## src/rtl/cdb_arbiter_pkg.sv

```systemverilog
// Shared CDB arbiter definitions:
// source-select encoding and age limit helper.
package cdb_arbiter_pkg;

  typedef enum logic [1:0] {
    SEL_NONE,
    SEL_CH,
    SEL_MUL
  } cdb_sel_e;

  function automatic int age_max(input int w);
    return (1 << w) - 1;
  endfunction

endpackage

```

## src/rtl/cdb_arbiter_age_arbiter.sv

```systemverilog
// Oldest-first channel picker with
// saturated-age starvation flag.
module age_arbiter
  import cdb_arbiter_pkg::*;
#(
  parameter int NUM_CH = 2,
  parameter int AGE_W  = 2
) (
  input  logic                    en,
  input  logic [NUM_CH-1:0]       ready,
  input  logic [NUM_CH*AGE_W-1:0] ages,
  output logic [NUM_CH-1:0]       grant,
  output logic                    starve
);

  localparam logic [AGE_W-1:0] AGE_MAX =
    AGE_W'(age_max(AGE_W));

  logic [NUM_CH-1:0] win;
  logic [AGE_W-1:0]  best;
  logic [AGE_W-1:0]  a;
  logic              found;

  // strict compare keeps ties on the lowest index
  always_comb begin
    win    = '0;
    best   = '0;
    a      = '0;
    found  = 1'b0;
    starve = 1'b0;
    for (int i = 0; i < NUM_CH; i++) begin
      a = ages[i*AGE_W +: AGE_W];
      if (ready[i] && (!found || a > best)) begin
        win    = '0;
        win[i] = 1'b1;
        best   = a;
        found  = 1'b1;
      end
      if (ready[i] && a == AGE_MAX)
        starve = 1'b1;
    end
    grant = win & {NUM_CH{en}};
  end

endmodule

```

## src/rtl/cdb_arbiter.sv

```systemverilog
// CDB arbiter: single-cycle channels plus a
// fixed-latency multiplier onto a registered CDB.
module cdb_arbiter
  import cdb_arbiter_pkg::*;
#(
  parameter int NUM_CH  = 2,
  parameter int DATA_W  = 32,
  parameter int TAG_W   = 5,
  parameter int AGE_W   = 2,
  parameter int MUL_LAT = 3,
  parameter logic [NUM_CH-1:0] LATE_MASK = 2'b10
) (
  input  logic                     clock,
  input  logic                     nreset,
  input  logic                     flush_valid,
  input  logic [NUM_CH-1:0]        ch_ready,
  input  logic [NUM_CH*DATA_W-1:0] ch_dout,
  input  logic [NUM_CH*TAG_W-1:0]  ch_tag,
  input  logic [NUM_CH-1:0]        ch_branch,
  input  logic [NUM_CH-1:0]        ch_branch_taken,
  output logic [NUM_CH-1:0]        ch_issue,
  input  logic                     mul_ready,
  input  logic [DATA_W-1:0]        mul_dout,
  input  logic [TAG_W-1:0]         mul_tag,
  output logic                     mul_issue,
  output logic                     cdb_valid,
  output logic                     cdb_branch,
  output logic                     cdb_branch_taken,
  output logic [TAG_W-1:0]         cdb_tag,
  output logic [NUM_CH:0]          cdb_src,
  output logic [DATA_W-1:0]        cdb_data
);

  localparam logic [AGE_W-1:0] AGE_MAX =
    AGE_W'(age_max(AGE_W));

  logic [MUL_LAT-1:0]       mul_pipe;
  logic [MUL_LAT-1:0]       pipe_nxt;
  logic [NUM_CH*AGE_W-1:0]  ages_q;
  logic [NUM_CH*AGE_W-1:0]  ages_nxt;
  logic [NUM_CH-1:0]        grant;
  logic                     starve;
  logic                     tail;
  logic [AGE_W-1:0]         a;
  cdb_sel_e                 sel;

  logic [TAG_W-1:0]  g_tag;
  logic [DATA_W-1:0] g_dout;
  logic              g_br;
  logic              g_bt;

  logic              valid_nxt;
  logic              br_nxt;
  logic              bt_nxt;
  logic [TAG_W-1:0]  tag_nxt;
  logic [NUM_CH:0]   src_nxt;
  logic [DATA_W-1:0] data_nxt;
  logic [DATA_W-1:0] data_q;

  assign tail = mul_pipe[MUL_LAT-1];

  age_arbiter #(
    .NUM_CH (NUM_CH),
    .AGE_W  (AGE_W)
  ) u_age_arbiter (
    .en     (!tail && !flush_valid),
    .ready  (ch_ready),
    .ages   (ages_q),
    .grant  (grant),
    .starve (starve)
  );

  assign ch_issue  = grant;
  assign mul_issue = mul_ready & ~starve & ~flush_valid;

  always_comb begin
    pipe_nxt    = '0;
    pipe_nxt[0] = mul_issue;
    for (int i = 1; i < MUL_LAT; i++)
      pipe_nxt[i] = mul_pipe[i-1];
  end

  always_comb begin
    ages_nxt = ages_q;
    a        = '0;
    for (int i = 0; i < NUM_CH; i++) begin
      a = ages_q[i*AGE_W +: AGE_W];
      if (grant[i])
        ages_nxt[i*AGE_W +: AGE_W] = '0;
      else if (ch_ready[i] && a != AGE_MAX)
        ages_nxt[i*AGE_W +: AGE_W] = a + AGE_W'(1);
    end
  end

  always_comb begin
    g_tag  = '0;
    g_dout = '0;
    g_br   = 1'b0;
    g_bt   = 1'b0;
    for (int i = 0; i < NUM_CH; i++) begin
      g_tag  = g_tag
             | (ch_tag[i*TAG_W +: TAG_W]
             & {TAG_W{grant[i]}});
      g_dout = g_dout
             | (ch_dout[i*DATA_W +: DATA_W]
             & {DATA_W{grant[i]}});
      g_br   = g_br | (ch_branch[i] & grant[i]);
      g_bt   = g_bt
             | (ch_branch_taken[i] & grant[i]);
    end
  end

  // grant is already masked by tail, so sources never overlap
  always_comb begin
    sel = SEL_NONE;
    unique case (1'b1)
      tail:   sel = SEL_MUL;
      |grant: sel = SEL_CH;
      default: sel = SEL_NONE;
    endcase
  end

  always_comb begin
    valid_nxt = 1'b0;
    br_nxt    = 1'b0;
    bt_nxt    = 1'b0;
    tag_nxt   = '0;
    src_nxt   = '0;
    data_nxt  = '0;
    case (sel)
      SEL_MUL: begin
        valid_nxt       = 1'b1;
        tag_nxt         = mul_tag;
        data_nxt        = mul_dout;
        src_nxt[NUM_CH] = 1'b1;
      end
      SEL_CH: begin
        valid_nxt = 1'b1;
        tag_nxt   = g_tag;
        data_nxt  = g_dout;
        br_nxt    = g_br;
        bt_nxt    = g_bt;
        src_nxt   = {1'b0, grant};
      end
      default: ;
    endcase
  end

  always_ff @(posedge clock or negedge nreset) begin
    if (!nreset) begin
      mul_pipe         <= '0;
      ages_q           <= '0;
      cdb_valid        <= 1'b0;
      cdb_branch       <= 1'b0;
      cdb_branch_taken <= 1'b0;
      cdb_tag          <= '0;
      cdb_src          <= '0;
      data_q           <= '0;
    end else if (flush_valid) begin
      mul_pipe         <= '0;
      ages_q           <= '0;
      cdb_valid        <= 1'b0;
      cdb_branch       <= 1'b0;
      cdb_branch_taken <= 1'b0;
      cdb_tag          <= '0;
      cdb_src          <= '0;
      data_q           <= '0;
    end else begin
      mul_pipe         <= pipe_nxt;
      ages_q           <= ages_nxt;
      cdb_valid        <= valid_nxt;
      cdb_branch       <= br_nxt;
      cdb_branch_taken <= bt_nxt;
      cdb_tag          <= tag_nxt;
      cdb_src          <= src_nxt;
      data_q           <= data_nxt;
    end
  end

  // late channels deliver data a cycle after grant
  always_comb begin
    cdb_data = data_q;
    for (int i = 0; i < NUM_CH; i++)
      if (cdb_src[i] && LATE_MASK[i])
        cdb_data = ch_dout[i*DATA_W +: DATA_W];
  end

endmodule

```

## config.mk

```make
export PLATFORM = sky130hd
export DESIGN_NAME = cdb_arbiter
export DESIGN_NICKNAME = d
export VERILOG_FILES = /design/src/rtl/cdb_arbiter_pkg.sv /design/src/rtl/cdb_arbiter_age_arbiter.sv /design/src/rtl/cdb_arbiter.sv
export SDC_FILE = /design/constraint.sdc
export NUM_CORES = 1
export LEC_CHECK = 0
export CORE_UTILIZATION = 38
export CTS_CLUSTER_DIAMETER = 40
export DETAILED_ROUTE_END_ITERATION = 16
export GPL_TIMING_DRIVEN = 0
export HOLD_SLACK_MARGIN = 0.02
export PLACE_DENSITY = 0.81
export SETUP_SLACK_MARGIN = 0.05
export SLEW_MARGIN = 20
export SYNTH_ARGS = -nofsm -noshare
export SYNTH_HDL_FRONTEND = slang
export SYNTH_HIERARCHICAL = 1
export SYNTH_SLANG_ARGS = --single-unit
```

## constraint.sdc

```tcl
create_clock -name clock -period 3.05 [get_ports clock]
set_clock_uncertainty 0.05 [all_clocks]
set_input_delay 0.61 -clock clock [delete_from_list [all_inputs] [get_ports clock]]
set_output_delay 0.61 -clock clock [all_outputs]
set_load 0.1 [all_outputs]
```

==> impl_results.md <==
* Total power at 1.706 mW
* Largest cells by area after synthesis: dfrtp_1 (46%), mux2_2 (12%), a22oi_1 (11%)
* Headroom to the max-slew limit at 0.3367
* First-pass GRT wire length at 13740 um
* Drt first pass iters at 5
* CP max-delay cell: nor3b_4
* GPL Wtd Cong at 0.7717
* Logic pwr share at 0.359
* Initial drt markers at 84
* Final hold vios at 0
* Top FF cell, synth: dfrtp_1
* Worst min-delay path category: in2async
* Mapped cell area at 0.002738 sq mm
* DIE WIDTH at 86.88 um
* Yosys warns at 6
* Post-Route Utilization at 0.6823
* Max Freq at 345.2 MHz
* Vias at 2751
* Proportion of layout cells with a drive suffix above 1 at 0.3098
* Area after DPL at 0.004658 sq mm
* Post-synthesis net count at 387
* Cell Pwr Density at 364.1 mW/mm^2
* IR drop worst, VDD at 0.2280 mV
* Worst path cell trace: clkbuf_4 > nand2_4 > ha_4 > nor2b_4 > a2bb2oi_4 > o211a_4 > buf_4 > buf_8 > nor2_4 > inv_2 > ha_4 > nor3b_4 > buf_6 > buf_6 > nand2_1 > o21ai_1
* Site Rows at 30
* Worst-Margin Slew at 0.9918 ns
* Sequential share of power at 0.404
* DRC viols at 0
* CP Capture Type: flop
* Nets at 565
* Critical Path Max Stage Delay at 0.32 ns
* Sw Ratio at 0.3433
* WP buf/inv at 6
* Critical path class: in2reg
* Hold_buf cts at 0
* Worst skew pair latency at 0.30 ns
* Post-synth EDFFs at 0
* Die Span Y at 86.88 um
* Final WS setup at 0.1532 ns
* # setup viols final at 0
* Area of the die at 0.007548 sq mm
* Starting Density at 0.3985
* Unrepaired setup endpoints after global routing: false
* Delay-heaviest family, CP: buffers and inverters
* Post-synth ARST share at 1.000
* WP data required at 3.22 ns
* Largest net degree at the start of global routing at 51
* CP Max Fanout at 10
* Root Driver: clkbuf_8
* Register area share after synthesis at 0.4570
* Io pins at 167
* Status: finished, final reports clean
* Diode count at 0
* CP startpoint: ch_ready[0]
* Crit path launch type: primary input
* Arr. time, crit path at 3.07 ns
* Tcrit/Tclk final at 0.9498
* Post-synth top cells: dfrtp_1 (50), a22oi_1 (39), nand2_1 (39)
* CTS H-Tree Depth at 2
* GRT Total Usage at 0.2384
* Total CTS buffers at 5
* Post-Layout Inst Area at 0.004687 sq mm
* Netlist cell types at 28
* Post-Syn Instances at 260
* Clock power share at 0.237
* Synth top area share at 0.4570
* Fin. max-slew vios at 0
* Post-DP HPWL at 6779 um
* Seq cells post-synth at 50
* Cell with the most instances after synthesis: dfrtp_1
* WL per Instance at 17.08 um
* Syn avg cell area at 10.53 sq um
* ANT nets after route at 0
* Crit path time final at 2.897 ns
* Port buffer count at 166
* Worst-path clk slew at 0.09 ns
* Setup WS pre-CTS at -1.033 ns
* Pleak at 2.069 nW
* Internal power at 1.121 mW
* Synth-to-Final Area Change at 71.21%
* Clock tree sinks at 50
* Clock Tree Buf Depth at 2
* Total Wirelength at 9137 um
* Max_cap viols at 0
* P_sw at 585.8 uW
* Core box area at 0.006869 sq mm
* Global route overflow at 0
* Area leader, netlist: dfrtp_1
* Reg2reg start: ages_q[1]$_DFFE_PN0P_
* Initial antenna violation count at 0
* Vias in the first global route at 2862
* Vias per cell at 5.142
* CTS tree: done
[layout by cell type (no fill, tap or decap), types with 6 or more instances in the layout]
cell type / n
clkbuf_2: 29
o21ai_2: 20
buf_6: 8
clkbuf_8: 7
nand2_2: 10
dfrtp_1: 49
a22oi_1: 39
buf_4: 6
clkbuf_1: 8
nand2_1: 28
clkdlybuf4s50_1: 128
mux2_2: 30
o21ai_1: 17
[routing by layer]
metal	routed length (um)	global-route usage	vias to the layer above
li1	-	-	1287
met1	3809	0.2880	1328
met2	4535	0.4223	119
met3	610	0.04645	17
met4	182	0.08333	0
met5	0	0	-
[path summary, 6_finish.rpt]
| path | end | depth (start not counted) | slack, ns |
|---|---|---|---|
| worst max-delay path | data_q[8]$_DFF_PN0_ | 16 | 0.15 |
| worst min-delay path | cdb_branch_taken$_DFF_PN0_ | 1 | 0.28 |
| worst max register to register | data_q[8]$_DFF_PN0_ | 15 | 0.18 |
| worst min register to register | mul_pipe[2]$_DFF_PN0_ | 1 | 0.42 |
| max in group asynchronous | ages_q[1]$_DFFE_PN0P_ | 1 | 2.21 |
| min in group clock | mul_pipe[2]$_DFF_PN0_ | 1 | 0.42 |
[repair_timing]
action                                  in CTS  in global routing
endpoints found under the setup margin      72                 61
resized for setup                           58                 69
buffers inserted                             4                  1
pin swaps                                    1                  1
[final cells by class]
cell class / count / area, sq um
Clock inverter: 1 / 5.005
Timing Repair Buffer: 171 / 1555
Fill cell: 544 / 2182
Inverter: 5 / 18.77
Multi-Input combinational cell: 183 / 1466
Clock buffer: 7 / 86.33
Buffer: 22 / 182.7
Tap cell: 96 / 120.1
Sequential cell: 50 / 1252
[through the flow]
| stage | TNS [ns] | hold slack [ns] | std cells |
|---|---|---|---|
| 3_3_place_gp | -45.56 | 0.4025 | 522 |
| 4_1_cts | 0 | 0.3037 | 534 |
| 2_1_floorplan | -5.023 | 0.2644 | 260 |
| 5_1_grt | 0 | 0.3385 | 535 |
| 6_report | 0 | 0.2783 | 535 |
| 3_5_place_dp | -36.76 | 0.4031 | 522 |
[flip-flops by register name, summed over array words and instances, names as in the netlist]
name / flops
mul_pipe: 3
cdb_tag: 5
data_q: 32
ages_q: 4
cdb_src: 3
cdb_branch: 1
cdb_branch_taken: 1
cdb_valid: 1
[logic make-up (layout without fill, tap and decap cells)]
group,after synthesis,in the layout,synth area share
mux,34,34,0.1389
simple gates,61,61,0.1042
compound gates,80,80,0.2143
xor+xnor,2,2,0.006400
buf+inv,27,206,0.05165
flops,50,50,0.4570
fa+ha+maj,6,6,0.02742
[power groups by stage]
stage	sequential [mW]	clock [mW]	combinational (mW)
6_report	0.690	0.404	0.613
5_1_grt	0.692	0.437	0.645
4_1_cts	0.690	0.413	0.615
3_5_place_dp	0.703	0	0.625
3_3_place_gp	0.703	0	0.617
2_1_floorplan	0.732	0	0.331
Power figures use the tool's default switching activity.
